**config.mk**
```make
export PLATFORM = sky130hd
export DESIGN_NAME = apb_spi_sram_ctrl
export DESIGN_NICKNAME = d
export VERILOG_FILES = /design/src/rtl/apb_spi_sram_ctrl.sv
export SDC_FILE = /design/constraint.sdc
export NUM_CORES = 1
export LEC_CHECK = 0
export ABC_AREA = 1
export CORE_UTILIZATION = 55
export CTS_CLUSTER_SIZE = 12
export DETAILED_ROUTE_END_ITERATION = 6
export PLACE_DENSITY = 0.73
export RECOVER_POWER = 50
export SLEW_MARGIN = 20
export SYNTH_ARGS = -nofsm -noshare
export SYNTH_HDL_FRONTEND = slang
export SYNTH_SLANG_ARGS = --single-unit
```
**constraint.sdc**
```tcl
create_clock -name clk -period 3.3 [get_ports clk]
set_input_delay 0.495 -clock clk [delete_from_list [all_inputs] [get_ports clk]]
set_output_delay 0.495 -clock clk [all_outputs]
set_load 0.05 [all_outputs]
```
**src/rtl/apb_spi_sram_ctrl.sv**
```systemverilog
// apb_spi_sram_ctrl: APB slave that streams framed byte commands from a TX FIFO
// to a 23A1024-class SPI serial SRAM and collects read data into an RX FIFO.
// Ports:
//   clk, rst         - single clock, asynchronous active-high reset
//   paddr..pready    - zero-wait-state APB slave (word index in paddr[1:0])
//   miso/mosi/sck/cs - SPI mode 0 master pins, cs active low
//   HOLD_ENABLE      - SRAM HOLD_N, tied high
module apb_spi_sram_ctrl #(
  parameter int unsigned FIFO_DEPTH = 32,
  parameter int unsigned SCK_DIV    = 2
) (
  input  logic        clk,
  input  logic        rst,
  input  logic [31:0] paddr,
  input  logic        pwrite,
  input  logic        psel,
  input  logic        pen,
  input  logic [31:0] pwdata,
  output logic [31:0] prdata,
  output logic        pready,
  input  logic        miso,
  output logic        mosi,
  output logic        sck,
  output logic        cs,
  output logic        HOLD_ENABLE
);

  localparam int unsigned AW = $clog2(FIFO_DEPTH);
  localparam int unsigned CW = AW + 1;
  localparam int unsigned DW = $clog2(2 * SCK_DIV) + 1;
  localparam logic [CW-1:0] FULL_CNT = CW'(FIFO_DEPTH);
  localparam logic [DW-1:0] HALF_END = DW'(SCK_DIV - 1);
  localparam logic [DW-1:0] HOLD_END = DW'(2 * SCK_DIV - 1);

  localparam logic [2:0] ST_IDLE  = 3'd0;
  localparam logic [2:0] ST_HDR   = 3'd1;
  localparam logic [2:0] ST_SETUP = 3'd2;
  localparam logic [2:0] ST_LOAD  = 3'd3;
  localparam logic [2:0] ST_LOW   = 3'd4;
  localparam logic [2:0] ST_HIGH  = 3'd5;
  localparam logic [2:0] ST_HOLD  = 3'd6;

  // APB decode
  logic w_acc, w_wr, w_rd, w_cmd;
  logic w_unused;
  assign w_acc  = psel & pen;
  assign w_wr   = w_acc & pwrite;
  assign w_rd   = w_acc & ~pwrite;
  assign w_cmd  = w_wr & (paddr[1:0] == 2'd0);
  assign pready = w_acc;
  assign HOLD_ENABLE = 1'b1;
  assign w_unused = &{1'b0, paddr[31:2], pwdata[31:9]};

  // TX FIFO (9-bit entries: header flag + byte)
  logic [8:0]    r_tx_mem [FIFO_DEPTH];
  logic [AW-1:0] r_tx_wp, r_tx_rp;
  logic [CW-1:0] r_tx_cnt;
  logic          w_tx_push, w_tx_pop, w_tx_empty, w_tx_full;
  logic [8:0]    w_tx_head;

  // RX FIFO
  logic [7:0]    r_rx_mem [FIFO_DEPTH];
  logic [AW-1:0] r_rx_wp, r_rx_rp;
  logic [CW-1:0] r_rx_cnt;
  logic          w_rx_push, w_rx_pop, w_rx_empty, w_rx_full;
  logic [7:0]    w_rx_head;

  assign w_tx_empty = (r_tx_cnt == '0);
  assign w_tx_full  = (r_tx_cnt == FULL_CNT);
  assign w_rx_empty = (r_rx_cnt == '0);
  assign w_rx_full  = (r_rx_cnt == FULL_CNT);
  assign w_tx_head  = r_tx_mem[r_tx_rp];
  assign w_rx_head  = r_rx_mem[r_rx_rp];
  assign w_tx_push  = w_wr & (paddr[1:0] == 2'd2) & ~w_tx_full;
  assign w_rx_pop   = w_rd & (paddr[1:0] == 2'd3) & ~w_rx_empty;

  // SPI engine registers
  logic [2:0]    r_state, w_state_n;
  logic [DW-1:0] r_div, w_div_n;
  logic [2:0]    r_bit, w_bit_n;
  logic [6:0]    r_len, w_len_n;
  logic [6:0]    r_bidx, w_bidx_n;
  logic          r_is_wr, w_is_wr_n;
  logic [6:0]    r_tx_sr, w_tx_sr_n;
  logic [7:0]    r_rx_sr, w_rx_sr_n;
  logic          r_sck, w_sck_n;
  logic          r_cs, w_cs_n;
  logic          r_mosi, w_mosi_n;
  logic          w_busy;

  assign w_busy = (r_state != ST_IDLE);
  assign sck    = r_sck;
  assign cs     = r_cs;
  assign mosi   = r_mosi;

  // FIFO storage (no reset needed; validity tracked by pointers/counts)
  always_ff @(posedge clk) begin
    if (w_tx_push) r_tx_mem[r_tx_wp] <= pwdata[8:0];
    if (w_rx_push) r_rx_mem[r_rx_wp] <= r_rx_sr;
  end

  // FIFO pointers and counts; simultaneous push and pop net to zero
  always_ff @(posedge clk or posedge rst) begin
    if (rst) begin
      r_tx_wp  <= '0;
      r_tx_rp  <= '0;
      r_tx_cnt <= '0;
      r_rx_wp  <= '0;
      r_rx_rp  <= '0;
      r_rx_cnt <= '0;
    end else begin
      if (w_tx_push) r_tx_wp <= r_tx_wp + AW'(1);
      if (w_tx_pop)  r_tx_rp <= r_tx_rp + AW'(1);
      if (w_rx_push) r_rx_wp <= r_rx_wp + AW'(1);
      if (w_rx_pop)  r_rx_rp <= r_rx_rp + AW'(1);
      r_tx_cnt <= r_tx_cnt + CW'(w_tx_push) - CW'(w_tx_pop);
      r_rx_cnt <= r_rx_cnt + CW'(w_rx_push) - CW'(w_rx_pop);
    end
  end

  // Engine state register; cs is set asynchronously so reset drops the frame at once
  always_ff @(posedge clk or posedge rst) begin
    if (rst) begin
      r_state <= ST_IDLE;
      r_div   <= '0;
      r_bit   <= '0;
      r_len   <= '0;
      r_bidx  <= '0;
      r_is_wr <= 1'b0;
      r_tx_sr <= '0;
      r_rx_sr <= '0;
      r_sck   <= 1'b0;
      r_cs    <= 1'b1;
      r_mosi  <= 1'b0;
    end else begin
      r_state <= w_state_n;
      r_div   <= w_div_n;
      r_bit   <= w_bit_n;
      r_len   <= w_len_n;
      r_bidx  <= w_bidx_n;
      r_is_wr <= w_is_wr_n;
      r_tx_sr <= w_tx_sr_n;
      r_rx_sr <= w_rx_sr_n;
      r_sck   <= w_sck_n;
      r_cs    <= w_cs_n;
      r_mosi  <= w_mosi_n;
    end
  end

  // Engine next-state: header parse, cs setup, mode-0 bit timing, cs hold
  always_comb begin
    w_state_n = r_state;
    w_div_n   = r_div;
    w_bit_n   = r_bit;
    w_len_n   = r_len;
    w_bidx_n  = r_bidx;
    w_is_wr_n = r_is_wr;
    w_tx_sr_n = r_tx_sr;
    w_rx_sr_n = r_rx_sr;
    w_sck_n   = r_sck;
    w_cs_n    = r_cs;
    w_mosi_n  = r_mosi;
    w_tx_pop  = 1'b0;
    w_rx_push = 1'b0;
    case (r_state)
      ST_IDLE: begin
        if (w_cmd) w_state_n = ST_HDR;
      end
      ST_HDR: begin
        if (w_tx_empty) begin
          w_state_n = ST_IDLE;
        end else begin
          // Stray data bytes and zero-length headers are popped and dropped
          w_tx_pop = 1'b1;
          if (w_tx_head[8] && (w_tx_head[6:0] != 7'd0)) begin
            w_len_n   = w_tx_head[6:0];
            w_is_wr_n = w_tx_head[7];
            w_bidx_n  = 7'd0;
            w_cs_n    = 1'b0;
            w_div_n   = '0;
            w_state_n = ST_SETUP;
          end
        end
      end
      ST_SETUP: begin
        if (r_div == HALF_END) begin
          w_div_n   = '0;
          w_state_n = ST_LOAD;
        end else begin
          w_div_n = r_div + DW'(1);
        end
      end
      ST_LOAD: begin
        // Underflow stalls here with cs low and sck idle
        if (!w_tx_empty) begin
          w_tx_pop  = 1'b1;
          w_mosi_n  = w_tx_head[7];
          w_tx_sr_n = w_tx_head[6:0];
          w_bit_n   = 3'd0;
          w_div_n   = '0;
          w_state_n = ST_LOW;
        end
      end
      ST_LOW: begin
        if (r_div == HALF_END) begin
          w_sck_n   = 1'b1;
          w_rx_sr_n = {r_rx_sr[6:0], miso};
          w_div_n   = '0;
          w_state_n = ST_HIGH;
        end else begin
          w_div_n = r_div + DW'(1);
        end
      end
      ST_HIGH: begin
        if (r_div == HALF_END) begin
          w_sck_n = 1'b0;
          w_div_n = '0;
          if (r_bit == 3'd7) begin
            // Bytes 0..3 are instruction and address; only later bytes are data
            if (!r_is_wr && (r_bidx >= 7'd4)) w_rx_push = ~w_rx_full;
            w_bidx_n = r_bidx + 7'd1;
            if ((r_bidx + 7'd1) == r_len) begin
              w_cs_n    = 1'b1;
              w_mosi_n  = 1'b0;
              w_state_n = ST_HOLD;
            end else begin
              w_state_n = ST_LOAD;
            end
          end else begin
            w_bit_n   = r_bit + 3'd1;
            w_mosi_n  = r_tx_sr[6];
            w_tx_sr_n = {r_tx_sr[5:0], 1'b0};
            w_state_n = ST_LOW;
          end
        end else begin
          w_div_n = r_div + DW'(1);
        end
      end
      ST_HOLD: begin
        if (r_div == HOLD_END) begin
          w_div_n   = '0;
          w_state_n = ST_HDR;
        end else begin
          w_div_n = r_div + DW'(1);
        end
      end
      default: begin
        w_state_n = ST_IDLE;
        w_cs_n    = 1'b1;
        w_sck_n   = 1'b0;
      end
    endcase
  end

  // APB read mux; zero outside the access phase
  logic [31:0] w_status, w_prdata;
  always_comb begin
    w_status        = '0;
    w_status[0]     = w_busy;
    w_status[1]     = w_tx_empty;
    w_status[2]     = w_tx_full;
    w_status[3]     = w_rx_empty;
    w_status[4]     = w_rx_full;
    w_status[13:8]  = 6'(r_tx_cnt);
    w_status[21:16] = 6'(r_rx_cnt);
  end

  always_comb begin
    w_prdata = '0;
    if (w_rd) begin
      case (paddr[1:0])
        2'd1:    w_prdata = w_status;
        2'd3:    if (!w_rx_empty) w_prdata = {24'b0, w_rx_head};
        default: w_prdata = '0;
      endcase
    end
  end
  assign prdata = w_prdata;

endmodule

```
==> reports/qor.yml <==
status: "finished, violations left"
violations: "design-rule violations, max-capacitance violations, max-slew violations"
cp_data_required_time_ns: 2.80
crit_arrival_ns: 2.80
cts_buffers: 61
worst_pin_slew_ns: 1.70
post-route-min-period_ns: 3.29
final-hold-violation-count: 0
ioPinCount: 107
place.gp.congestion: 0.886
synth_cell_types: 44
netlist_instances: 2308
core_area_sq_um: 46800
setup_viol: 0
cp_slowest_stage_delay_ns: 0.56
skew_ns: 0.0185
synth_most_common_cell: "edfxtp_1"
hold_buffers: 0
synth-seq-cells: 618
grt_max_degree: 87
postLayoutCellArea_sq_um: 29600
grt_usage: 0.256
drt_first_pass_iters: 7
min_from: "cs"
clk_pin_slew_ns: 0.06
crit_path_cell_trace: "bufbuf_16 > nor2_1 > o22ai_1 > o211ai_1 > nand4_1 > nand3_1 > a21oi_1 > buf_4"
cp-startpoint: "r_rx_rp[0]"
grt_pass1_vias: 17348
crit_type: "reg -> out"
routedWlPerCell_microns: 20.1
numPortBuffers: 40
cts_tree: "done"
ant_nets: 0
synthTopCellsByArea: "edfxtp_1 62%, dfrtp_1 7.0%, nand2_1 6.7%, nor2_1 4.7%, o21ai_0 4.0%"
layout-drive-gt1-share: 0.0923
layout.nets: 2516
drc: 2
clkLatencyLatePin_ns: 0.62
finalPower_mw: 24.5
initial_core_util: 0.561
dr_total_vias: 17696
r2r_start: "r_state[2]"
setup_tns_ns: 0
die_x_microns: 220
dpl.cell_count: 2948
clock.fmax_ghz: 0.304
die_h_microns: 220
ys.flop_type: "edfxtp_1"
drv_slew: 132
power.density_nw_per_um2: 828
drtIter0Drc: 1851
clockBufferDepth: 3
ys_warn_count: 0
antenna_found_initial: 0
yosysTopAreaCell: "edfxtp_1"
power.ir.vdd_worst_mv: 0.471
cts_sinks: 618
crit_path_end_kind: "output port"
p_leak_nw: 11.1
dieArea_sq_um: 48500
rsz0062_at_grt: "no"
wirelength_mm: 61.4
antennaDiodeCount: 0
maxSlewHeadroom: -0.131
grt_pass1_wl_mm: 94.9
synth_edf_count: 544
synth_top_area_share: 0.623
synthTopCellsByCount: "544 x edfxtp_1, 466 x nand2_1, 330 x nor2_1, 208 x o21ai_0, 161 x nand3_1"
grt.overflow.total: 0
area_growth_pct: 12.7
async_reset_ff_frac: 0.120
cts_root_buf: "clkbuf_16"
cp_max_fo: 33
synth_seq_area_share: 0.694
fin_cells: 3056
syn_area_per_cell_sq_um: 11.4
start_kind: "register"
hold_path.class: "reg -> reg"
drv_cap: 4
critPathSlowestCell: "dfrtp_4"
fin_crit_sh: 0.997
cts_max_level: 2
hpwl_mm: 36.6
rows: 79
viasPerCell: 5.79
dpl_cell_area_sq_um: 27700
syn_area_sq_um: 26200
-- per-layer routing --
layer | global-route usage | wire length (microns)
met3 | 0.0345 | 3970
met4 | 0.117 | 2610
met2 | 0.429 | 30600
met1 | 0.334 | 24100
met5 | 0 | 0
-- worst paths after layout --
check                                    to  slack [ns]  cells after the start
worst min-delay path                     cs        0.46                      2
worst min register to register           cs        0.46                      2
worst max-delay path              prdata[1]       0.008                      8
min in group asynchronous              mosi        0.62                      2
max in group asynchronous        r_rx_rp[0]        0.81                      3
worst max register to register  r_rx_cnt[4]        0.27                     14
-- layout make-up --
cell class,instances,area [sq um]
clock buffers,90,1690
clock inverters,14,72.6
fillers,3490,17200
inverters,129,499
multi-input cells,1444,6960
flip-flops and latches,618,18200
well taps,607,759
repair buffers,154,1380
-- timing repair --
item,in CTS,in global routing
endpoints found under the hold margin,0,0
setup buffers,0,1
endpoints found under the setup margin,8,6
pin swaps,0,3
gates cloned,3,0
resized for setup,9,10
-- cell families (layout without fill, tap and decap cells) --
family          after synthesis  count (layout)  synth area share
compound gates              355             355            0.0773
xor+xnor                     28              28           0.00935
fa+ha+maj                    38              38            0.0187
buf+inv                     257             387            0.0433
flops                       618             618             0.694
mux                           2               2          0.000859
other cells                   2              13          0.000286
simple gates               1008            1008             0.156
-- critical path, delay by kind of cell, from the launching register on --
| kind | cells | cell delay (ns) |
|---|---|---|
| simple gates | 3 | 0.61 |
| flops | 1 | 0.56 |
| buf+inv | 2 | 0.56 |
| compound gates | 3 | 0.43 |
-- cells in the final DEF (no fill, tap or decap), drive strengths merged, types with 32 or more instances in the layout --
cell and n:
inv 122, edfxtp 544, clkbuf 101, buf 121
o22ai 50, nand3 162, nand2 469, o21ai 210
nor2 332, a21oi 32, ha 36, dfrtp 73
-- where the power goes --
group	internal, mW	total (mW)	switching (mW)
Combinational	2.62	8.14	5.52
Sequential	9.31	10.1	0.770
Clock	3.49	6.24	2.75
Total	15.4	24.5	9.04
-- sequential cells by signal, indices dropped and copies added (netlist names) --
| signal | flops |
|---|---|
| cs | 1 |
| mosi | 1 |
| r_bidx | 7 |
| r_bit | 3 |
| r_div | 3 |
| r_is_wr | 1 |
| r_len | 7 |
| r_rx_cnt | 6 |
| r_rx_mem | 256 |
| r_rx_rp | 5 |
| r_rx_sr | 8 |
| r_rx_wp | 5 |
| r_state | 3 |
| r_tx_cnt | 6 |
| r_tx_mem | 288 |
| r_tx_rp | 5 |
| r_tx_sr | 7 |
| r_tx_wp | 5 |
| sck | 1 |
-- stage by stage --
step | util | hold WS [ns] | setup WS [ns]
finish | 0.632 | 0.460 | 0.00830
global route | 0.632 | 0.497 | 0.00109
CTS | 0.633 | 0.223 | -0.0174
detailed placement | 0.592 | 0.453 | 0.355
global placement | 0.592 | 0.453 | 0.387
floorplan | - | 0.452 | 0.303
Note: power is estimated with default switching activity, not from simulation.
